File: src/rtl/instr_encoder_loader_if.sv
// Request/instruction-memory bundle for instr_encoder_loader.
//   master : boot source / testbench side (drives the request, observes writes)
//   slave  : encoder side (accepts requests, drives the memory write port)
// Signals: In_valid/In_ready handshake, Mnem/Rs/Rt/Rd/Imm/Target operand fields,
// Flush pad request, Imem_we/Imem_addr/Imem_wdata write port, Count/Full/Err status.
interface instr_encoder_loader_if #(
    parameter int unsigned ADDR_W = 5
);
    logic              In_valid;
    logic              In_ready;
    logic [3:0]        Mnem;
    logic [4:0]        Rs;
    logic [4:0]        Rt;
    logic [4:0]        Rd;
    logic [15:0]       Imm;
    logic [25:0]       Target;
    logic              Flush;
    logic              Imem_we;
    logic [ADDR_W-1:0] Imem_addr;
    logic [31:0]       Imem_wdata;
    logic [ADDR_W:0]   Count;
    logic              Full;
    logic              Err;

    modport master (
        output In_valid, Mnem, Rs, Rt, Rd, Imm, Target, Flush,
        input  In_ready, Imem_we, Imem_addr, Imem_wdata, Count, Full, Err
    );

    modport slave (
        input  In_valid, Mnem, Rs, Rt, Rd, Imm, Target, Flush,
        output In_ready, Imem_we, Imem_addr, Imem_wdata, Count, Full, Err
    );
endinterface

File: src/rtl/instr_encoder_loader.sv
// Instruction encoder + instruction-memory loader for the MIPS subset
// add/sub/and/or/addi/andi/ori/lw/sw/beq/bne/j. One request per handshake is
// packed into a 32-bit word and written to the next instruction-memory address.
// Ports: Clk, Clrn (synchronous active-low reset), bus (instr_encoder_loader_if.slave).
// Optional macro NOP_PAD_EN: Flush in IDLE fills the rest of memory with NOPs.
module instr_encoder_loader #(
    parameter int unsigned ADDR_W = 5
) (
    input  logic                   Clk,
    input  logic                   Clrn,
    instr_encoder_loader_if.slave  bus
);
    localparam int unsigned DEPTH = 1 << ADDR_W;
    localparam int unsigned CNT_W = ADDR_W + 1;
    localparam logic [ADDR_W-1:0] LAST_ADDR = ADDR_W'(DEPTH - 1);

    localparam logic [5:0] OP_RTYPE = 6'b000000;
    localparam logic [5:0] OP_ADDI  = 6'b001000;
    localparam logic [5:0] OP_ANDI  = 6'b001100;
    localparam logic [5:0] OP_ORI   = 6'b001101;
    localparam logic [5:0] OP_LW    = 6'b100011;
    localparam logic [5:0] OP_SW    = 6'b101011;
    localparam logic [5:0] OP_BEQ   = 6'b000100;
    localparam logic [5:0] OP_BNE   = 6'b000101;
    localparam logic [5:0] OP_J     = 6'b000010;
    localparam logic [5:0] FN_ADD   = 6'b100000;
    localparam logic [5:0] FN_SUB   = 6'b100010;
    localparam logic [5:0] FN_AND   = 6'b100100;
    localparam logic [5:0] FN_OR    = 6'b100101;

    typedef enum logic [2:0] {
        S_IDLE   = 3'd0,
        S_ENCODE = 3'd1,
        S_WRITE  = 3'd2,
        S_FULL   = 3'd3
`ifdef NOP_PAD_EN
        , S_PAD  = 3'd4
`endif
    } state_t;

    state_t              state_q, state_d;
    logic                capture;
    logic [3:0]          mnem_q;
    logic [4:0]          rs_q, rt_q, rd_q;
    logic [15:0]         imm_q;
    logic [25:0]         target_q;
    logic [31:0]         enc_word;
    logic                enc_legal;

    logic                we_q, we_d;
    logic [ADDR_W-1:0]   addr_q, addr_d;
    logic [31:0]         wdata_q, wdata_d;
    logic [CNT_W-1:0]    count_q, count_d;
    logic                full_q, full_d;
    logic                err_q, err_d;

    // State register
    always_ff @(posedge Clk) begin
        if (!Clrn) state_q <= S_IDLE;
        else       state_q <= state_d;
    end

    // Request field capture on acceptance
    always_ff @(posedge Clk) begin
        if (capture) begin
            mnem_q   <= bus.Mnem;
            rs_q     <= bus.Rs;
            rt_q     <= bus.Rt;
            rd_q     <= bus.Rd;
            imm_q    <= bus.Imm;
            target_q <= bus.Target;
        end
    end

    // Pack the captured fields into a MIPS word
    always_comb begin
        enc_word  = '0;
        enc_legal = 1'b1;
        case (mnem_q)
            4'd0:    enc_word = {OP_RTYPE, rs_q, rt_q, rd_q, 5'd0, FN_ADD};
            4'd1:    enc_word = {OP_RTYPE, rs_q, rt_q, rd_q, 5'd0, FN_SUB};
            4'd2:    enc_word = {OP_RTYPE, rs_q, rt_q, rd_q, 5'd0, FN_AND};
            4'd3:    enc_word = {OP_RTYPE, rs_q, rt_q, rd_q, 5'd0, FN_OR};
            4'd4:    enc_word = {OP_ADDI, rs_q, rt_q, imm_q};
            4'd5:    enc_word = {OP_ANDI, rs_q, rt_q, imm_q};
            4'd6:    enc_word = {OP_ORI,  rs_q, rt_q, imm_q};
            4'd7:    enc_word = {OP_LW,   rs_q, rt_q, imm_q};
            4'd8:    enc_word = {OP_SW,   rs_q, rt_q, imm_q};
            4'd9:    enc_word = {OP_BEQ,  rs_q, rt_q, imm_q};
            4'd10:   enc_word = {OP_BNE,  rs_q, rt_q, imm_q};
            4'd11:   enc_word = {OP_J,    target_q};
            default: enc_legal = 1'b0;
        endcase
    end

    // Next state and next register values; Err is decoded from the incoming
    // Mnem at acceptance so its pulse lines up with the ENCODE cycle.
    always_comb begin
        state_d = state_q;
        capture = 1'b0;
        we_d    = 1'b0;
        addr_d  = addr_q;
        wdata_d = wdata_q;
        count_d = count_q;
        full_d  = full_q;
        err_d   = 1'b0;
        case (state_q)
            S_IDLE: begin
`ifdef NOP_PAD_EN
                if (bus.Flush) begin
                    state_d = S_PAD;
                    we_d    = 1'b1;
                    wdata_d = '0;
                end else
`endif
                if (bus.In_valid) begin
                    capture = 1'b1;
                    state_d = S_ENCODE;
                    err_d   = (bus.Mnem > 4'd11);
                end
            end
            S_ENCODE: begin
                if (enc_legal) begin
                    state_d = S_WRITE;
                    we_d    = 1'b1;
                    wdata_d = enc_word;
                end else begin
                    state_d = S_IDLE;
                end
            end
            S_WRITE: begin
                count_d = count_q + CNT_W'(1);
                if (addr_q == LAST_ADDR) begin
                    state_d = S_FULL;
                    full_d  = 1'b1;
                end else begin
                    state_d = S_IDLE;
                    addr_d  = addr_q + ADDR_W'(1);
                end
            end
`ifdef NOP_PAD_EN
            S_PAD: begin
                count_d = count_q + CNT_W'(1);
                if (addr_q == LAST_ADDR) begin
                    state_d = S_FULL;
                    full_d  = 1'b1;
                end else begin
                    we_d    = 1'b1;
                    addr_d  = addr_q + ADDR_W'(1);
                end
            end
`endif
            S_FULL: begin
                state_d = S_FULL;
            end
            default: begin
                state_d = S_IDLE;
            end
        endcase
    end

    // Registered outputs
    always_ff @(posedge Clk) begin
        if (!Clrn) begin
            we_q    <= 1'b0;
            addr_q  <= '0;
            wdata_q <= '0;
            count_q <= '0;
            full_q  <= 1'b0;
            err_q   <= 1'b0;
        end else begin
            we_q    <= we_d;
            addr_q  <= addr_d;
            wdata_q <= wdata_d;
            count_q <= count_d;
            full_q  <= full_d;
            err_q   <= err_d;
        end
    end

    // Ready is a pure IDLE decode, forced low while reset is asserted
    assign bus.In_ready   = Clrn && (state_q == S_IDLE);
    assign bus.Imem_we    = we_q;
    assign bus.Imem_addr  = addr_q;
    assign bus.Imem_wdata = wdata_q;
    assign bus.Count      = count_q;
    assign bus.Full       = full_q;
    assign bus.Err        = err_q;

`ifndef NOP_PAD_EN
    logic unused_flush;
    assign unused_flush = bus.Flush;
`endif
endmodule

File: src/flat_wrapper.sv
// flat-port wrapper written by rule: the top's interface ports become plain ports
module instr_encoder_loader_flat 
#(
    parameter int unsigned ADDR_W = 5
)
  (Clk, Clrn, bus_In_valid, bus_Mnem, bus_Rs, bus_Rt, bus_Rd, bus_Imm, bus_Target, bus_Flush, bus_In_ready, bus_Imem_we, bus_Imem_addr, bus_Imem_wdata, bus_Count, bus_Full, bus_Err);
  instr_encoder_loader_if #(.ADDR_W(ADDR_W)) bus_i ();
  input  logic Clk;
  input  logic Clrn;
  input wire logic [$bits(bus_i.In_valid)-1:0] bus_In_valid;
  input wire logic [$bits(bus_i.Mnem)-1:0] bus_Mnem;
  input wire logic [$bits(bus_i.Rs)-1:0] bus_Rs;
  input wire logic [$bits(bus_i.Rt)-1:0] bus_Rt;
  input wire logic [$bits(bus_i.Rd)-1:0] bus_Rd;
  input wire logic [$bits(bus_i.Imm)-1:0] bus_Imm;
  input wire logic [$bits(bus_i.Target)-1:0] bus_Target;
  input wire logic [$bits(bus_i.Flush)-1:0] bus_Flush;
  output wire logic [$bits(bus_i.In_ready)-1:0] bus_In_ready;
  output wire logic [$bits(bus_i.Imem_we)-1:0] bus_Imem_we;
  output wire logic [$bits(bus_i.Imem_addr)-1:0] bus_Imem_addr;
  output wire logic [$bits(bus_i.Imem_wdata)-1:0] bus_Imem_wdata;
  output wire logic [$bits(bus_i.Count)-1:0] bus_Count;
  output wire logic [$bits(bus_i.Full)-1:0] bus_Full;
  output wire logic [$bits(bus_i.Err)-1:0] bus_Err;
  assign bus_i.In_valid = bus_In_valid;
  assign bus_i.Mnem = bus_Mnem;
  assign bus_i.Rs = bus_Rs;
  assign bus_i.Rt = bus_Rt;
  assign bus_i.Rd = bus_Rd;
  assign bus_i.Imm = bus_Imm;
  assign bus_i.Target = bus_Target;
  assign bus_i.Flush = bus_Flush;
  assign bus_In_ready = bus_i.In_ready;
  assign bus_Imem_we = bus_i.Imem_we;
  assign bus_Imem_addr = bus_i.Imem_addr;
  assign bus_Imem_wdata = bus_i.Imem_wdata;
  assign bus_Count = bus_i.Count;
  assign bus_Full = bus_i.Full;
  assign bus_Err = bus_i.Err;
  instr_encoder_loader #(.ADDR_W(ADDR_W)) u_core (.Clk(Clk), .Clrn(Clrn), .bus(bus_i));
endmodule
File: config.mk
export PLATFORM = sky130hd
export DESIGN_NAME = instr_encoder_loader_flat
export DESIGN_NICKNAME = d
export VERILOG_FILES = /design/src/rtl/instr_encoder_loader_if.sv /design/src/rtl/instr_encoder_loader.sv /design/src/flat_wrapper.sv
export SDC_FILE = /design/constraint.sdc
export NUM_CORES = 1
export LEC_CHECK = 0
export CORE_MARGIN = 2
export CORE_UTILIZATION = 51
export CTS_CLUSTER_SIZE = 10
export DETAILED_ROUTE_END_ITERATION = 12
export GPL_TIMING_DRIVEN = 0
export MAX_ROUTING_LAYER = met4
export PLACE_DENSITY = 0.84
export SETUP_SLACK_MARGIN = 0.5
export SYNTH_ARGS = -nofsm -noshare
export SYNTH_HDL_FRONTEND = slang
export SYNTH_SLANG_ARGS = --single-unit
File: constraint.sdc
create_clock -name Clk -period 4.35 [get_ports Clk]
set_clock_uncertainty 0.05 [all_clocks]
set_input_delay 0.435 -clock Clk [delete_from_list [all_inputs] [get_ports Clk]]
set_output_delay 0.435 -clock Clk [all_outputs]
set_load 0.02 [all_outputs]
======== After elaboration in Yosys (flattened, before gate mapping) ========
Index checks and enable logic that the tools add are counted.
word-level totals
  flip-flop bits (word level) ............. 110
  bits of input ports ..................... 65
  output and inout bits ................... 47
  logic and storage cells ................. 51
operators by class
  $add $sub $neg .......................... 2
  magnitude comparators ................... 1
  equality and inequality tests ........... 16
  muxes and demuxes ....................... 9
  bitwise gates (word level) .............. 1
  reductions and logical operators ........ 9
operators by type and width
  kind                                                                   number
  32-bit case mux with 12 select lines                                   1
  4-bit by 3-bit equality test with 1-bit output, second input constant  4
  4-bit equality test, second input constant                             4
  3-bit case mux with 4 select lines                                     1
  12-bit OR reduction                                                    1
  4-bit by 2-bit equality test with 1-bit output, second input constant  2
  2-bit AND reduction                                                    4
  6-bit by 1-bit adder with 6-bit output, second input constant          1
  3-bit by 2-bit equality test with 1-bit output, second input constant  2
  5-bit by 1-bit adder with 5-bit output, second input constant          1
  5-bit equality test, second input constant                             1
  4-bit by 1-bit equality test with 1-bit output, second input constant  1
  4-bit greater-than comparator, second input constant                   1
  4-bit zero test                                                        1
  1-bit two-way mux                                                      4
  2-bit two-way mux                                                      2
  3-bit by 1-bit equality test with 1-bit output, second input constant  1
  3-bit zero test                                                        1
  3-bit two-way mux                                                      1
  3-bit AND reduction                                                    1
  2-bit != test, second input constant                                   1
  1-bit logical AND                                                      1
  1-bit inverter                                                         1

======== Logic depth before layout (Yosys ltp) ========
Gate-level depths: netlist of the first run.
  depth after elaboration ................. 5
  mapped depth ............................ 7
  depth with buffers taken out ............ 7

======== Least setup slack after synthesis of the first run ========
No wires, ideal clock.
  path kind ............................... reg-to-reg
  start point ............................. register u_core.state_q[0]
  end point ............................... register u_core.imm_q[0], enable pin
  setup time .............................. 415 ps
  data arrival time ....................... 1744 ps
  required time ........................... 3885 ps
  slack ................................... 2141 ps
  cell stages (with the launch flop) ...... 4
  path buffers ............................ 0
  clock period less this slack ............ 2209 ps
  cells stage by stage .................... dfxtp_1 -> nor2_1 -> nand2_1 -> inv_1
on the way
  cells in the longest elaborated chain, start to end .. 2
RTL lines
  element                 line                         source
  from (decl)             instr_encoder_loader.sv:41   state_t state_q, state_d;
  from (signal assigned)  instr_encoder_loader.sv:60   else state_q <= state_d;
  3-bit zero test         instr_encoder_loader.sv:107  case (state_q)
  1-bit two-way mux       instr_encoder_loader.sv:107
  net u_core.capture      instr_encoder_loader.sv:42   logic capture;
  to (signal assigned)    instr_encoder_loader.sv:70   imm_q <= bus.Imm;
  to (decl)               instr_encoder_loader.sv:45   logic [15:0] imm_q;
The timed path passes the listed nets, and every way through them passes these cells.
A chain may end at the register's enable or synchronous reset.

======== Worst setup path in the final report of the first run ========
  start point ............................. input port Clrn
  end point ............................... output port bus_In_ready
on the way
  cells in the longest elaborated chain, start to end .. 1
RTL lines
  element            line                         source
  from (decl)        flat_wrapper.sv:9            input logic Clrn;
  1-bit logical AND  instr_encoder_loader.sv:182  assign bus.In_ready = Clrn && (state_q == S_IDLE);
  to (decl)          flat_wrapper.sv:18           output wire logic [$bits(bus_i.In_ready)-1:0] bus_In_ready;
Every way passes these cells.

==> results of run 1 <==
## cells in the final DEF, fill, tap and decap left out, drive strengths merged
cell / n
clkdlybuf4s50: 108
edfxtp: 61
dfxtp: 47
o21ai: 34
nor2: 23
a21oi: 19
nand2: 18
buf: 18
a221oi: 17
clkbuf: 13
and2: 11
inv: 8
xnor2: 7
nor2b: 6
o22ai: 6
a22oi: 5
nand3: 4
nand2b: 4
and3: 3
mux2i: 3
nand4: 3
a21boi: 3
ha: 3
clkinvlp: 3
clkinv: 3
xor2: 2
a32oi: 2
nor3b: 1
and2b: 1
nor4b: 1
o2bb2ai: 1
a31oi: 1
conb: 1
## final cells by class
type / count / area (µm²) / area share (%)
sequential: 108 / 2770 / 50.9
multi-input combinational: 179 / 1120 / 20.6
timing repair buffer: 109 / 1100 / 20.2
tap: 102 / 128 / 2.34
clock buffer: 9 / 124 / 2.28
buffer: 21 / 120 / 2.21
clock inverter: 7 / 52.6 / 0.965
inverter: 7 / 26.3 / 0.483
## final timing paths
| kind | slack [ps] | end | cells past startpoint |
|---|---|---|---|
| worst max register to register | 2360 | u_core.bus.Imem_addr[3]$_SDFFE_PN0P_ | 7 |
| worst min-delay path | 410 | u_core.bus.Imem_wdata[26]$_SDFFE_PN0P_ | 3 |
| worst min register to register | 420 | u_core.bus.Imem_wdata[28]$_SDFFE_PN0P_ | 2 |
| worst max-delay path | 2030 | bus_In_ready | 4 |
## power groups by stage
stage               combinational, mW  clock [mW]  sequential [mW]
floorplan                       0.104           0             1.22
global placement                0.254           0             1.19
detailed placement              0.265           0             1.19
CTS                             0.266       0.552             1.17
global route                    0.285       0.591             1.18
finish                          0.265       0.541             1.17
## state kept, by name, indices dropped and copies added (netlist names)
name                   cells
u_core.imm_q              16
u_core.rt_q                5
u_core.bus.Err             1
u_core.bus.Full            1
u_core.bus.Count           6
u_core.rd_q                5
u_core.bus.Imem_we         1
u_core.rs_q                5
u_core.target_q           26
u_core.bus.Imem_addr       5
u_core.mnem_q              4
u_core.bus.Imem_wdata     31
u_core.state_q             2
## cells in the mapped netlist, types with 6 or more instances
cell / n / area, µm²
inv_1: 7 / 26.3
a221oi_1: 15 / 131
and2_1: 10 / 62.6
buf_2: 9 / 45.0
buf_4: 6 / 45.0
nor2_1: 22 / 82.6
nand2_1: 17 / 63.8
a21oi_1: 18 / 90.1
xnor2_1: 7 / 61.3
o21ai_0: 31 / 155
dfxtp_1: 47 / 941
o22ai_1: 6 / 37.5
edfxtp_1: 61 / 1830
nor2b_1: 6 / 37.5
## layer usage
layer / routed length, µm / vias up / part of all wire (%) / track usage (%)
li1: - / 1393 / - / -
met1: 3420 / 1357 / 40 / 23.9
met2: 4440 / 130 / 52 / 36.5
met3: 554 / 14 / 6.5 / 4.43
met4: 163 / 0 / 1.9 / 7.48
met5: 0 / - / 0 / -
## critical path, cell delays in order
cell and delay, ps:
clkbuf_1 270, clkbuf_1 340, and2_1 190, clkdlybuf4s50_1 600
## cells by family after synthesis
kind of cell / count (synthesis) / share of synthesized area (%)
flip-flops: 108 / 68.6
AO/OA/AOI/OAI: 88 / 14.4
AND/OR/NAND/NOR: 75 / 9.57
buffers and inverters: 28 / 3.62
XOR/XNOR: 9 / 1.95
adder cells (fa/ha/maj): 3 / 0.929
multiplexers: 3 / 0.744
other: 1 / 0.0928
## through the flow
step,util (%),cells
final,70.8,542
after global routing,70.8,542
after CTS,70.8,542
after detailed placement,68.5,526
after global placement,68.3,525
after floorplan,-,315
==> reports/results.tsv, run 1 <==
metric	value	unit
critical_path.endpoint_type	output port	
fin_nets	503	
place.gp.congestion	0.786	
place_ws	1980	ps
holdWs	408	ps
clock-sinks	108	
placed_area	5270	µm²
clockRootBuffer	clkbuf_8	
cts_buffers	9	
status	finished clean	
rr_startpoint	u_core.bus.Imem_addr[0]$_SDFFE_PN0P_	
antenna_found_initial	0	
ant_nets	0	
fin_crit_sh	53.2	%
seq_area_frac_synth	68.6	%
comb_power_share	13.4	%
syn-num-nets	383	
drt_first_pass_iters	4	
htree_num_levels	3	
synthArstFlopShare	0	%
vias	2894	
grt_max_degree	48	
internal_power	1.49	mW
dieArea	8650	µm²
design.core.area	7690	µm²
detail_route.wl_per_cell	15.8	µm
fillCellCount	554	
drc	0	
clock_power_share	27.4	%
peakVddDrop	247	µV
cts_resized	0	
rsz0062_at_grt	false	
clk_pin_slew	100	ps
place_hpwl	6.22	mm
finalHoldViolCount	0	
io_buffers	108	
clk_path_buf_depth	2	
setup_violations	0	
drive_gt1_share	9.77	%
die_x	93.0	µm
ys_seq_elements	108	
postCtsSetupRepairBufs	0	
worst-setup-path-type	in -> out	
syn_area	4040	µm²
ys_types	42	
wl	8.57	mm
drv_cap	0	
min_path_type	in -> reg	
grt_pass1_wl	13.5	mm
grt_pass1_vias	2939	
insertion_delay	360	ps
crit_fanout	10	
seqPwrFrac	59.2	%
fp.dieH	93.0	µm
cp_data_required_time	3870	ps
p_leak	1.97	nW
finalWorstSetupSlack	2030	ps
viasPerCell	5.34	
synthCells	315	
start_kind	input port	
postLayoutCellArea	5440	µm²
gr-usage-all-layers	20.9	%
cts_hold_buffers	0	
p_switching	0.492	mW
startpoint	Clrn	
power	1.98	mW
p_sw_share	24.8	%
std_cell_rows	32	
diodes	0	
cp.arrival	1830	ps
initial_core_util	52.5	%
max_clock_freq	432	MHz
overflow	0	
synth_edf_count	61	
powerDensity	363	nW/µm²
synthFlopType	edfxtp_1	
cts_tree	built	
drt_iter0_drc	191	
area_growth_syn_to_layout	34.8	%
slew_viol_final	0	
hp-start	Clrn	
syn_avg_cell_area	12.8	µm²
period_minus_slack	2320	ps
io_pins	112	
synth_warnings	0	
timing.setup.tns	0	ps
(Power assumes the default switching activity.)
==> inputs of run 2 (changes only) <==
--- a/config.mk
+++ b/config.mk
@@ -6,12 +6,12 @@
 export NUM_CORES = 1
 export LEC_CHECK = 0
 export CORE_MARGIN = 2
-export CORE_UTILIZATION = 51
+export CORE_UTILIZATION = 43
 export CTS_CLUSTER_SIZE = 10
 export DETAILED_ROUTE_END_ITERATION = 12
 export GPL_TIMING_DRIVEN = 0
 export MAX_ROUTING_LAYER = met4
-export PLACE_DENSITY = 0.84
+export PLACE_DENSITY = 0.76
 export SETUP_SLACK_MARGIN = 0.5
 export SYNTH_ARGS = -nofsm -noshare
 export SYNTH_HDL_FRONTEND = slang
==> constraint.sdc (replaced) <==
create_clock -name Clk -period 2.1 [get_ports Clk]
set_clock_uncertainty 0.05 [all_clocks]
set_input_delay 0.21 -clock Clk [delete_from_list [all_inputs] [get_ports Clk]]
set_output_delay 0.21 -clock Clk [all_outputs]
set_load 0.02 [all_outputs]
==> reports/results.tsv, run 2 (synthesis gave the netlist of run 1 again) <==
metric	value	unit
layout_commonest_cell	clkdlybuf4s50_1	
grt_pass1_wl	14.5	mm
drv_cap	0	
finalHoldViolCount	0	
initial_core_util	43.9	%
peakVddDrop	469	µV
crit_top_cell	ha_4	
start_kind	flip-flop	
whs_path_depth	2	
vias	2939	
io_buffers	108	
drt_iter0_drc	187	
detail_route.wl_per_cell	16.4	µm
antenna_found_initial	0	
rr_worst_depth	7	
period_minus_slack	1660	ps
timing.setup.tns	0	ps
ant_nets	0	
cts_buffers	9	
postLayoutCellArea	5720	µm²
grt_max_degree	18	
final_cell_mix	64 x clkdlybuf4s50_1, 61 x edfxtp_1, 43 x dfxtp_1	
crit_fanout	4	
clk_pin_slew	90	ps
slew_viol_final	0	
place_ws	-401	ps
min_path_type	in -> reg	
status	finished clean	
finalNonFillerCells	564	
finalWorstSetupSlack	436	ps
hp-start	Clrn	
max_stage_delay	380	ps
clock-sinks	108	
fin_nets	516	
diodes	0	
drive_gt1_share	16.3	%
area_growth_syn_to_layout	41.7	%
critical_path.endpoint_type	flip-flop	
grt_pass1_vias	3027	
rsz0062_at_grt	true	
worst-setup-path-type	reg -> reg	
overflow	0	
cts_hold_buffers	0	
dieArea	10200	µm²
dp_cells	534	
placed_area	5320	µm²
largest_reg_flops	31	
clk_path_buf_depth	2	
max_clock_freq	601	MHz
die_x	101	µm
r2r_end	u_core.bus.Imem_addr[3]$_SDFFE_PN0P_	
min_to	u_core.state_q[1]$_SDFFE_PN0P_	
rr_startpoint	u_core.bus.Imem_addr[1]$_SDFFE_PN0P_	
design.core.area	9200	µm²
place_hpwl	6.38	mm
rrSetupSlack	440	ps
drc	0	
place.gp.congestion	0.816	
std_cell_rows	35	
io_pins	112	
powerDensity	755	nW/µm²
drt_first_pass_iters	4	
path_cells	ha_4 > and3_4 > ha_4 > nor3b_4 > nand4_1 > xnor2_1 > and2_1	
gr-usage-all-layers	19.4	%
htree_num_levels	3	
wl	9.27	mm
viasPerCell	5.21	
clockRootBuffer	clkbuf_8	
cp.arrival	1870	ps
fin_crit_sh	79.2	%
insertion_delay	360	ps
cts_tree	built	
holdWs	183	ps
setup_violations	0	
cp_data_required_time	2310	ps
fp.dieH	101	µm
p_leak	2.54	nW
critical_path.slowest_cell	dfxtp_4	
==> run 2: cell types whose count changed in the layout (fill, tap and decap cells not counted), moves of 3 or more <==
cell	previous run	this run
a221oi_1	15	9
a221oi_2	2	8
buf_4	6	17
clkdlybuf4s50_1	108	64
dfxtp_1	47	43
dfxtp_4	0	3
dlygate4sd2_1	0	21
dlymetal6s2s_1	0	22
==> run 2: layout make-up <==
| cell class | instances | area [µm²] |
|---|---|---|
| sequential | 108 | 2790 |
| clock inverter | 5 | 78.8 |
| multi-input combinational | 179 | 1210 |
| fill | 748 | 3470 |
| inverter | 7 | 30.0 |
| tap | 111 | 139 |
| timing repair buffer | 119 | 1200 |
| clock buffer | 11 | 131 |
| buffer | 21 | 126 |
| timing repair inverter | 3 | 22.5 |
==> run 2: how the worst max path moves through the flow <==
stage | slack [ps] | startpoint | to
floorplan | 290 | u_core.state_q[0]$_SDFFE_PN0P_ | u_core.imm_q[0]$_DFFE_PP_
global placement | -310 | bus_In_valid | u_core.rd_q[2]$_DFFE_PP_
detailed placement | -400 | bus_In_valid | u_core.rs_q[3]$_DFFE_PP_
CTS | 430 | u_core.bus.Imem_addr[1]$_SDFFE_PN0P_ | u_core.bus.Imem_addr[3]$_SDFFE_PN0P_
global route | 360 | u_core.bus.Imem_addr[1]$_SDFFE_PN0P_ | u_core.bus.Imem_addr[3]$_SDFFE_PN0P_
finish | 440 | u_core.bus.Imem_addr[1]$_SDFFE_PN0P_ | u_core.bus.Imem_addr[3]$_SDFFE_PN0P_
==> run 2: per-layer routing <==
layer	GRT usage (%)	vias to the layer above	routed length (µm)	share of wire, %
li1	-	1413	-	-
met1	24.0	1392	3960	43
met2	31.6	116	4500	49
met3	3.95	18	634	6.8
met4	7.28	0	172	1.9
met5	-	-	0	0
==> run 2: power breakdown <==
group | internal (mW) | switching, mW | leakage, nW
Sequential | 2.37 | 0.0550 | 0.970
Combinational | 0.272 | 0.301 | 1.46
Clock | 0.671 | 0.649 | 0.107
==> run 2: repair_timing <==
item                                    CTS  global route
pin swaps                                 7             4
endpoints found under the hold margin     0             0
buffers inserted                          4             7
endpoints found under the setup margin   90            61
resized for setup                        26            36
cloned                                    3             0
==> run 2: critical path: cells and delay by family (launching register included) <==
kind | cells | cell delay (ps)
DFF | 1 | 380
xor gates and xnor gates | 1 | 140
and+or+nand+nor | 4 | 680
adders and majority gates | 2 | 320
==> run 2: per-stage QoR <==
step | util (%) | total power [mW]
after global placement | 57.8 | 3.01
after global routing | 62.2 | 4.50
after detailed placement | 57.8 | 3.03
after CTS | 60.4 | 4.33
final | 62.2 | 4.32
after floorplan | - | 2.74
==> variant 1: new RTL, config.mk and constraints of run 2 <==
Re-encode `state_t` (4 states) as Gray code, 2 bits wide.
--- a/src/rtl/instr_encoder_loader.sv
+++ b/src/rtl/instr_encoder_loader.sv
@@ -28,11 +28,11 @@
     localparam logic [5:0] FN_AND   = 6'b100100;
     localparam logic [5:0] FN_OR    = 6'b100101;
 
-    typedef enum logic [2:0] {
-        S_IDLE   = 3'd0,
-        S_ENCODE = 3'd1,
-        S_WRITE  = 3'd2,
-        S_FULL   = 3'd3
+    typedef enum logic [1:0] {
+        S_IDLE   = 2'b00,
+        S_ENCODE = 2'b01,
+        S_WRITE  = 2'b11,
+        S_FULL   = 2'b10
 `ifdef NOP_PAD_EN
         , S_PAD  = 3'd4
 `endif
Formal check against the unedited RTL: no difference found for any inputs over 10 cycles, from zero or initial values; not proved beyond that.
==> variant 1 against run 2 <==
- die area down 0.30%
- total power up 2.0%
- synthesized area down 0.31%
- sequential power up 2%
- design area up 0.52%
- setup slack worse by 34 ps
- sequential cell count unchanged
- routed wire length down 8.0%
- critical path type unchanged
==> variant 1: results <==
metrics = {
    "run_status": {
        "outcome": "finished clean",
    },
    "grt": {
        "track_usage": 0.1753,
        "grtUsageMet2": 0.2851,
        "use_met3": 0.04300,
        "use_met1": 0.2194,
        "grt_pass1_wl_um": 13340,
        "grt_start_max_net_pins": 24,
    },
    "power": {
        "comb_power_w": 0.000714,
        "p_leak_nw": 2.541,
        "switchingPower_w": 0.001170,
    },
    "synth": {
        "ys_types": 41,
        "synthXorXnorAreaFrac": 0.01958,
        "synth.net_count": 363,
        "muxShareOfSynthArea": 0.007458,
        "synth-adder-area-share": 0.009323,
    },
    "drt": {
        "route.met3.wl_um": 441,
        "viasPerCell": 5.093,
        "detail_route.iter0.violations": 63,
        "wl_met2_um": 4279,
    },
    "place": {
        "gp_congestion": 0.7405,
        "place_area_sq_um": 5379,
        "place_inst": 517,
    },
    "worst_setup_path": {
        "timing.reg2reg.setup_slack_ps": 400,
        "cp.arrival_ps": 1920,
    },
    "cells_and_area": {
        "nNetsFinal": 500,
    },
}
## variant 1: layout make-up
class | instances | share of cell area
Tap cell | 111 | 0.02414
Buffer | 20 | 0.02458
Clock buffer | 10 | 0.02218
Clock inverter | 6 | 0.01131
Sequential cell | 108 | 0.4839
Inverter | 2 | 0.001305
Multi-Input combinational cell | 165 | 0.2055
Timing Repair Buffer | 126 | 0.2271
## variant 1: stage by stage
step,hold WS [ps],utilization
finish,174.3,0.6286
global route,206.2,0.6286
CTS,178.3,0.6122
detailed placement,408.3,0.5877
global placement,390.7,0.5800
floorplan,258.9,-
## variant 1: how the worst max path moves through the flow
stage                                                     from                                   end  slack [ps]  cells after the start
after floorplan                 u_core.state_q[1]$_SDFFE_PN0P_             u_core.imm_q[0]$_DFFE_PP_        -340                      1
after global placement                            bus_In_valid             u_core.imm_q[8]$_DFFE_PP_       -1310                      2
after detailed placement                          bus_In_valid          u_core.target_q[3]$_DFFE_PP_        -100                      4
after CTS                 u_core.bus.Imem_addr[1]$_SDFFE_PN0P_  u_core.bus.Imem_addr[3]$_SDFFE_PN0P_         380                      8
after global routing      u_core.bus.Imem_addr[1]$_SDFFE_PN0P_  u_core.bus.Imem_addr[3]$_SDFFE_PN0P_         340                      8
final                     u_core.bus.Imem_addr[1]$_SDFFE_PN0P_  u_core.bus.Imem_addr[3]$_SDFFE_PN0P_         400                      8
## variant 1: logic make-up after synthesis
group | count (synthesis)
adder cells (fa/ha/maj) | 3
AO/OA/AOI/OAI | 79
XOR/XNOR | 9
buffers and inverters | 22
multiplexers | 3
AND/OR/NAND/NOR | 70
other | 1
flip-flops | 108
## variant 1: timing repair
action | in CTS | in global routing
setup buffers | 6 | 9
gates cloned | 0 | 0
endpoints found under the setup margin | 97 | 54
resized for setup | 25 | 29
pin swaps | 4 | 6
==> variant 2: new RTL, settings of run 2 <==
Made on the original files. `ADDR_W` is set to 5 in 3 places; all go to 4.
--- a/src/rtl/instr_encoder_loader_if.sv
+++ b/src/rtl/instr_encoder_loader_if.sv
@@ -4,7 +4,7 @@
 // Signals: In_valid/In_ready handshake, Mnem/Rs/Rt/Rd/Imm/Target operand fields,
 // Flush pad request, Imem_we/Imem_addr/Imem_wdata write port, Count/Full/Err status.
 interface instr_encoder_loader_if #(
-    parameter int unsigned ADDR_W = 5
+    parameter int unsigned ADDR_W = 4
 );
     logic              In_valid;
     logic              In_ready;
--- a/src/rtl/instr_encoder_loader.sv
+++ b/src/rtl/instr_encoder_loader.sv
@@ -4,7 +4,7 @@
 // Ports: Clk, Clrn (synchronous active-low reset), bus (instr_encoder_loader_if.slave).
 // Optional macro NOP_PAD_EN: Flush in IDLE fills the rest of memory with NOPs.
 module instr_encoder_loader #(
-    parameter int unsigned ADDR_W = 5
+    parameter int unsigned ADDR_W = 4
 ) (
     input  logic                   Clk,
     input  logic                   Clrn,
--- a/src/flat_wrapper.sv
+++ b/src/flat_wrapper.sv
@@ -1,7 +1,7 @@
 // flat-port wrapper written by rule: the top's interface ports become plain ports
 module instr_encoder_loader_flat 
 #(
-    parameter int unsigned ADDR_W = 5
+    parameter int unsigned ADDR_W = 4
 )
   (Clk, Clrn, bus_In_valid, bus_Mnem, bus_Rs, bus_Rt, bus_Rd, bus_Imm, bus_Target, bus_Flush, bus_In_ready, bus_Imem_we, bus_Imem_addr, bus_Imem_wdata, bus_Count, bus_Full, bus_Err);
   instr_encoder_loader_if #(.ADDR_W(ADDR_W)) bus_i ();
Interface: changed (resized bus_Count and bus_Imem_addr); port bits go from 112 to 110. No check against the original RTL was run, so the function may have changed too.
==> variant 2 against run 2 <==
- worst hold slack gained 25 ps
- design area shrank 3.8%
- routed wire length shrank 1.1%
- maximum frequency grew 5.7%
- total power shrank 4.4%
- synthesized area shrank 3.6%
- setup slack gained 90 ps
- sequential share of layout area grew 1.1 points
- count of clock-buffer cells in the layout grew 1
- sequential cell count shrank 2
- global-route usage shrank 0.25 points
- critical endpoint is now u_core.bus.Imem_wdata[1]$_SDFFE_PN0P_
==> variant 2: results <==
metrics = {
    "run_status": {
        "outcome": "finished clean",
    },
    "place": {
        "place_ws_ps": -441.9,
        "io_buffers": 106,
        "place_hpwl_um": 6095,
        "place_area_sq_um": 5100,
        "gp_congestion": 0.8129,
    },
    "worst_setup_path": {
        "worstSetupStartpointType": "register",
        "crit_slowest_cell": "edfxtp_1",
        "r2r_end": "u_core.bus.Imem_wdata[1]$_SDFFE_PN0P_",
        "r2r_cells": 6,
        "critPathMaxFanout": 10,
        "cp-endpoint": "u_core.bus.Imem_wdata[1]$_SDFFE_PN0P_",
        "timing.reg2reg.setup_slack_ps": 530,
        "max_stage_delay_ps": 380,
        "r2r_start": "u_core.mnem_q[2]$_DFFE_PP_",
    },
    "grt": {
        "grt_pass1_vias": 2790,
        "grt_start_max_net_pins": 18,
        "grt_pass1_wl_um": 14040,
        "track_usage": 0.1917,
        "antenna_found_initial": 0,
    },
    "synth": {
        "synth_ff_type": "edfxtp_1",
        "ys_seq_area_frac": 0.7016,
        "synth-adder-area-share": 0.006425,
        "ys_warn_count": 0,
        "async_reset_ff_frac": 0,
        "yosys-top-cells-area": "edfxtp_1 (47%), dfxtp_1 (23%), o21ai_0 (4.4%)",
        "synth.net_count": 363,
        "synth_common_cells": "edfxtp_1 (61), dfxtp_1 (45), o21ai_0 (34), nor2_1 (22), a221oi_1 (17)",
        "synth_compound_area_frac": 0.1519,
        "synthXorXnorAreaFrac": 0.01349,
        "synth_edf_count": 61,
        "muxShareOfSynthArea": 0.005140,
        "ys_types": 44,
    },
    "cells_and_area": {
        "fillers": 692,
        "diodes": 0,
        "drive_gt1_frac": 0.1522,
        "largest_register_ffs": 31,
        "nNetsFinal": 489,
    },
    "clocking": {
        "numCtsBuffers": 9,
        "cts-root-buf": "clkbuf_8",
        "clk_latency_ps": 360,
        "max-clock-path-buffers": 2,
        "clk_pin_slew_ps": 100,
    },
    "power": {
        "irDropWorstVdd_v": 0.0004101,
        "p_leak_nw": 2.417,
    },
    "drt": {
        "drt-pass1-iter-count": 5,
        "viasPerCell": 5.279,
        "detail_route.iter0.violations": 127,
        "drt-wirelength-per-cell_um": 17.13,
    },
    "min_path": {
        "worstHoldPathCells": 2,
        "worst_hold_path_type": "input port to register",
    },
    "sta": {
        "post-route-period-util": 0.7491,
    },
}
[variant 2: worst min-delay path by stage]
stage                                           start                                      to
2_1_floorplan                              bus_Imm[0]               u_core.imm_q[0]$_DFFE_PP_
3_3_place_gp   u_core.bus.Imem_wdata[28]$_SDFFE_PN0P_  u_core.bus.Imem_wdata[28]$_SDFFE_PN0P_
3_5_place_dp   u_core.bus.Imem_wdata[28]$_SDFFE_PN0P_  u_core.bus.Imem_wdata[28]$_SDFFE_PN0P_
4_1_cts                                          Clrn          u_core.state_q[0]$_SDFFE_PN0P_
5_1_grt                                          Clrn          u_core.state_q[0]$_SDFFE_PN0P_
6_report                                         Clrn          u_core.state_q[0]$_SDFFE_PN0P_
[variant 2: power by group]
group          switching, W  internal [W]
Sequential        0.0000509       0.00234
Clock              0.000670      0.000496
Combinational      0.000301      0.000275
[variant 2: metal layers]
metal	wire (um)	GRT usage	vias to the layer above
met5	0	-	-
met4	153	0.07271	0
met3	638	0.03795	12
met2	4539	0.3119	100
met1	3834	0.2383	1363
li1	-	-	1349
[variant 2: critical path: cells and delay by family, from the launching register on]
family	cells	cell delay, ps
compound gates	3	480
buf+inv	2	370
flops	1	380
simple gates	1	240
[variant 2: logic make-up (layout without fill, tap and decap cells)]
logic type,count (synthesis),in the layout
AOI/OAI and AO/OA,89,89
buffers and inverters,23,154
other,1,1
adders and majority gates,2,2
and+or+nand+nor,67,67
DFF,106,106
muxes,2,2
xor gates and xnor gates,6,6
[variant 2: area by class of cell]
type                            instances  area [sq um]  area share
Sequential cell                       106          2738      0.4973
Timing Repair Buffer                  112          1155      0.2098
Multi-Input combinational cell        167          1105      0.2007
Clock buffer                           12         155.1     0.02818
Buffer                                 20         152.6     0.02773
Tap cell                              108         135.1     0.02455
Clock inverter                          4         27.53    0.005000
Timing Repair inverter                  3         22.52    0.004091
Inverter                                3         15.01    0.002727
[variant 2: per-stage QoR]
step	cells	hold slack [ps]	setup TNS, ps
2_1_floorplan	296	258.9	0
4_1_cts	534	188.9	0
6_report	535	208.0	0
3_3_place_gp	510	399.9	-22280
3_5_place_dp	510	423.2	-26760
5_1_grt	535	214.7	0
[variant 2: what timing repair did]
action | CTS | global route
setup buffers | 5 | 1
cloned | 3 | 0
resized for setup | 34 | 48
setup endpoints to repair | 106 | 51
pin swaps | 1 | 3
